**src/rtl/ibex_instr_bus_arbiter.sv**
```systemverilog
// Two-requester arbiter for the instruction bus: holds an ungranted request stable,
// records the owner of every outstanding transaction in order and routes responses back.
module ibex_instr_bus_arbiter #(
    parameter int unsigned MaxOutstanding = 2,
    parameter bit          RoundRobin     = 1'b1
) (
    input  logic        clk_i,
    input  logic        rst_i,

    input  logic        r0_req_i,
    input  logic [31:0] r0_addr_i,
    output logic        r0_gnt_o,
    output logic        r0_rvalid_o,
    output logic        r0_err_o,

    input  logic        r1_req_i,
    input  logic [31:0] r1_addr_i,
    output logic        r1_gnt_o,
    output logic        r1_rvalid_o,
    output logic        r1_err_o,

    output logic [31:0] rdata_o,

    output logic        instr_req_o,
    output logic [31:0] instr_addr_o,
    input  logic        instr_gnt_i,
    input  logic        instr_rvalid_i,
    input  logic [31:0] instr_rdata_i,
    input  logic        instr_err_i,

    output logic        busy_o,
    output logic        spurious_o
);

    localparam int unsigned CntW = $clog2(MaxOutstanding + 1);

    typedef enum logic [1:0] {
        IDLE,
        LOCK0,
        LOCK1
    } state_e;

    state_e                    r_state;
    logic [CntW-1:0]           r_count;
    logic [MaxOutstanding-1:0] r_owner;   // bit 0 is the oldest outstanding owner
    logic                      r_last;

    logic                      w_can_issue;
    logic                      w_sel_valid;
    logic                      w_sel;
    logic [31:0]               w_sel_addr;
    logic                      w_push;
    logic                      w_pop;
    logic                      w_head;
    logic [CntW-1:0]           w_push_idx;
    logic [MaxOutstanding-1:0] w_owner_next;

    assign w_can_issue = (r_count < CntW'(MaxOutstanding));

    // Requester selection; a locked requester owns the bus until granted
    always_comb begin
        w_sel_valid = 1'b0;
        w_sel       = 1'b0;
        case (r_state)
            LOCK0: begin
                w_sel_valid = 1'b1;
                w_sel       = 1'b0;
            end
            LOCK1: begin
                w_sel_valid = 1'b1;
                w_sel       = 1'b1;
            end
            default: begin
                w_sel_valid = w_can_issue && (r0_req_i || r1_req_i);
                if (r0_req_i && r1_req_i) begin
                    w_sel = RoundRobin ? ~r_last : 1'b0;
                end else begin
                    w_sel = r1_req_i;
                end
            end
        endcase
        if (rst_i) begin
            w_sel_valid = 1'b0;
        end
    end

    assign w_sel_addr   = w_sel ? r1_addr_i : r0_addr_i;
    assign instr_req_o  = w_sel_valid;
    assign instr_addr_o = w_sel_valid ? (w_sel_addr & 32'hFFFF_FFFC) : 32'h0;

    assign w_push   = w_sel_valid && instr_gnt_i;
    assign r0_gnt_o = w_push && !w_sel;
    assign r1_gnt_o = w_push && w_sel;

    assign w_head      = r_owner[0];
    assign w_pop       = !rst_i && instr_rvalid_i && (r_count != '0);
    assign r0_rvalid_o = w_pop && !w_head;
    assign r1_rvalid_o = w_pop && w_head;
    assign r0_err_o    = r0_rvalid_o && instr_err_i;
    assign r1_err_o    = r1_rvalid_o && instr_err_i;
    assign spurious_o  = !rst_i && instr_rvalid_i && (r_count == '0);
    assign busy_o      = !rst_i && ((r_count != '0) || w_sel_valid);
    assign rdata_o     = instr_rdata_i;

    // Owner queue as a shift register: pop shifts down, push lands after the last valid entry
    always_comb begin
        w_owner_next = w_pop ? (r_owner >> 1) : r_owner;
        w_push_idx   = w_pop ? (r_count - CntW'(1)) : r_count;
        if (w_push) begin
            for (int unsigned i = 0; i < MaxOutstanding; i++) begin
                if (w_push_idx == CntW'(i)) begin
                    w_owner_next[i] = w_sel;
                end
            end
        end
    end

    always_ff @(posedge clk_i or posedge rst_i) begin
        if (rst_i) begin
            r_state <= IDLE;
            r_count <= '0;
            r_owner <= '0;
            r_last  <= 1'b1;
        end else begin
            r_owner <= w_owner_next;
            if (w_push && !w_pop) begin
                r_count <= r_count + CntW'(1);
            end else if (!w_push && w_pop) begin
                r_count <= r_count - CntW'(1);
            end
            if (w_push) begin
                r_last <= w_sel;
            end
            case (r_state)
                IDLE: begin
                    if (w_sel_valid && !instr_gnt_i) begin
                        r_state <= w_sel ? LOCK1 : LOCK0;
                    end
                end
                default: begin
                    if (instr_gnt_i) begin
                        r_state <= IDLE;
                    end
                end
            endcase
        end
    end

endmodule

```
**config.mk**
```make
export PLATFORM = sky130hd
export DESIGN_NAME = ibex_instr_bus_arbiter
export DESIGN_NICKNAME = d
export VERILOG_FILES = /design/src/rtl/ibex_instr_bus_arbiter.sv
export SDC_FILE = /design/constraint.sdc
export NUM_CORES = 1
export LEC_CHECK = 0
export CORE_MARGIN = 4
export CORE_UTILIZATION = 24
export DETAILED_ROUTE_END_ITERATION = 10
export PLACE_DENSITY = 0.79
export SYNTH_ARGS = -nofsm -noshare
export SYNTH_HDL_FRONTEND = slang
export SYNTH_SLANG_ARGS = --single-unit
```
**constraint.sdc**
```tcl
create_clock -name clk_i -period 2.2 [get_ports clk_i]
set_input_delay 0.44 -clock clk_i [delete_from_list [all_inputs] [get_ports clk_i]]
set_output_delay 0.44 -clock clk_i [all_outputs]
set_load 0.02 [all_outputs]
```
==> impl_metrics.toml <==
[clocking]
clk_pin_slew_worst_paths_ns = 0.04
cts_sinks = 7
clockBufferDepth = 2
worst_skew_pair.late_latency_ns = 0.23
cts_buffers = 3
cts_tree = "built"
root_buffer = "clkbuf_8"
htreeDepth = 1
cts_hold_buf = 0

[global_routing]
grt_max_degree = 24
grt_pass1_wl_mm = 7.71
antenna_found_initial = 0
globalRouteMet1Util_pct = 15.6
track_usage_pct = 15.2
met3_usage_pct = 4.65
grt_busiest_layer = "met2"
grt_overflow = 0
grt_pass1_vias = 1612
met2_usage_pct = 29.5

[place]
gp_congestion = 0.770
postPlaceCellArea_um2 = 2250
hpwlAfterDp_mm = 3.54
dp_slack_ns = -0.575
io_buffers = 105
dp.cells = 346

[die]
die_height_um = 79.1
start_util_pct = 25.2
num_rows = 25
ios = 176
die_width_um = 79.1
core-area_um2 = 4820
dieArea_um2 = 6250

[yosys]
synthDistinctLibCells = 32
seq_area_frac_synth_pct = 14.6
synth_area_um2 = 1210
ys_async_sr_fraction_pct = 100
synth.most_common_cell = "nand2_1"
synth_edf_count = 0
synth_common_cells = "nand2_1 (65), buf_4 (34), a21oi_1 (32)"
ys_ff_latch = 7
yosysTopAreaCellShare_pct = 21.1
syn_inst = 197
synthTopCellsByArea = "buf_4 (21%), nand2_1 (20%), a21oi_1 (13%), dfrtp_1 (12%), ha_1 (4.1%)"
yosys_most_used_dff = "dfrtp_1"
yosys_warnings = 0
yosysTopAreaCell = "buf_4"
syn_avg_cell_area_um2 = 6.15

[sta]
fin_crit_ns = 2.25
skew_ns = 0.00105
setup_viol = 15
rsz0062_at_grt = "true"
hold_violations = 0
fmax_mhz = 444
tns_ns = -0.339
fin_crit_sh_pct = 102
drv_slew = 0
layout_setup_ws_ns = -0.0514

[power_and_ir_drop]
power.density_nw_per_um2 = 1030
power_switching_mw = 1.21
comb_power_share_pct = 83.7
power.leakage_nw = 1.14
p_seq_share_pct = 9.1
p_sw_share_pct = 47.4
ir_drop_uv = 539
p_int_mw = 1.35
clockPowerShare_pct = 7.2

[detailed_routing]
wl_per_cell_um = 14.7
drtPass1Iterations = 4
wirelength_mm = 5.28
viasPerCell = 4.59
ant_nets = 0
drt_iter0_markers = 46
num_vias = 1642
route.detailed.drc = 0

[setup_path]
r2r_start = "r_count[1]"
crit_path_start_kind = "flip-flop"
worstSetupStartpoint = "r_state[1]"
critPathCaptureType = "output pin"
worst-path-stages = 9
worst_r2r_path_depth = 9
slowest_delay_ns = 0.36
regToRegSetupSlack_ns = 0.33
critical-path-slowest-cell = "dfrtp_1"
crit_end = "instr_addr_o[8]"
path_cells = "inv_2 -> ha_4 -> inv_4 -> a31oi_4 -> buf_6 -> clkbuf_16 -> nand2_1 -> a21oi_1 -> buf_4"
arrival_ns = 1.81
crit_required_ns = 1.76
crit_buf_inv = 5
critPathMaxFanout = 7
critical-path-top-delay-family = "buffers and inverters"
reg2reg_to = "r_owner[0]"
path_class = "flip-flop to output pin"

[final_layout]
areaGrowthSynthToFinish_pct = 106
final_util_pct = 51.7
layout.cells.non_filler = 358
drive_above_1_share_pct = 38.1
num_antenna_cells = 0
fin_area_um2 = 2490
final_nets = 399

[hold_path]
hp-class = "primary input to async pin"

[job]
maxCapViolations = 0

[status]
status = "finished, violations left"
violations = "setup timing"
[kinds of logic after synthesis]
kind of cell	Yosys count	share of synthesized area (%)
multiplexers	2	1.65
flip-flops	7	14.6
other	1	0.309
buffers and inverters	52	27.1
AND/OR/NAND/NOR	82	28.1
AO/OA/AOI/OAI	47	22.7
adder cells (fa/ha/maj)	4	4.13
XOR/XNOR	2	1.45
[stage by stage]
step           hold WS, ns  total power, mW
4_1_cts              0.454             2.35
3_3_place_gp         0.511             1.98
3_5_place_dp         0.513             2.01
2_1_floorplan        0.256             1.24
5_1_grt              0.493             2.74
6_report             0.465             2.56
[flip-flops by register name, indices dropped and copies added (netlist names)]
signal   count
r_count      2
r_owner      2
r_state      2
r_last       1
[timing repair]
action / 4_1_cts / 5_1_grt
cloned: 2 / 2
hold endpoints to repair: 0 / 0
pin swaps: 3 / 7
setup buffers: 4 / 1
endpoints found under the setup margin: 39 / 35
resized for setup: 178 / 48
[cell type report]
| class | count | area (um^2) |
|---|---|---|
| fill | 475 | 2320 |
| clock buffer | 4 | 45.0 |
| inverter | 9 | 38.8 |
| multi-input combinational | 139 | 885 |
| sequential | 7 | 176 |
| tap | 67 | 83.8 |
| timing repair buffer | 132 | 1260 |
[metal layers]
metal  part of all wire [%]  vias to the layer above  wire length, um
met5                      0                        -                0
met4                   0.85                        0               45
met3                    9.2                        6              484
met2                     53                       80             2790
met1                     37                      759             1960
li1                       -                      797                -
[layout by cell type, fill, tap and decap left out, drive strengths merged]
master	netlist	final
a21oi	32	32
a22oi	2	2
a31o	1	1
a31oi	1	1
and2	2	2
and3	2	2
buf	37	58
bufbuf	0	1
clkbuf	6	7
clkdlybuf4s50	0	63
conb	1	2
dfrtp	6	6
dfstp	1	1
dlygate4sd2	0	7
ha	4	4
inv	9	9
mux2i	2	2
nand2	66	66
nand3	2	2
nor2	9	9
nor3b	1	1
o2111a	1	1
o21a	2	2
o21ai	3	3
o21bai	1	1
o22ai	3	3
o2bb2ai	1	1
xnor2	1	1
xor2	1	1
[power by group through the flow]
stage / clock, mW / sequential (mW) / combinational [mW]
2_1_floorplan: 0 / 0.227 / 1.01
3_3_place_gp: 0 / 0.227 / 1.76
3_5_place_dp: 0 / 0.228 / 1.79
4_1_cts: 0.190 / 0.228 / 1.93
5_1_grt: 0.198 / 0.239 / 2.30
6_report: 0.185 / 0.232 / 2.14
[worst reg2reg max path: cells and delay by family (launching register included)]
family / cells / cell delay (ns)
fa+ha+maj: 1 / 0.22
flops: 1 / 0.37
buf+inv: 3 / 0.25
compound gates: 2 / 0.40
mux: 1 / 0.19
simple gates: 2 / 0.35
[worst min-delay path by stage]
stage,startpoint,endpoint,slack [ns],depth (start not counted)
3_3_place_gp,r_last,r_last,0.51,2
2_1_floorplan,rst_i,r_count[0],0.26,1
3_5_place_dp,r_last,r_last,0.51,2
5_1_grt,rst_i,r_count[0],0.49,3
6_report,rst_i,r_count[0],0.46,3
4_1_cts,rst_i,r_owner[0],0.45,3
Note: power is estimated with default switching activity, not from simulation.
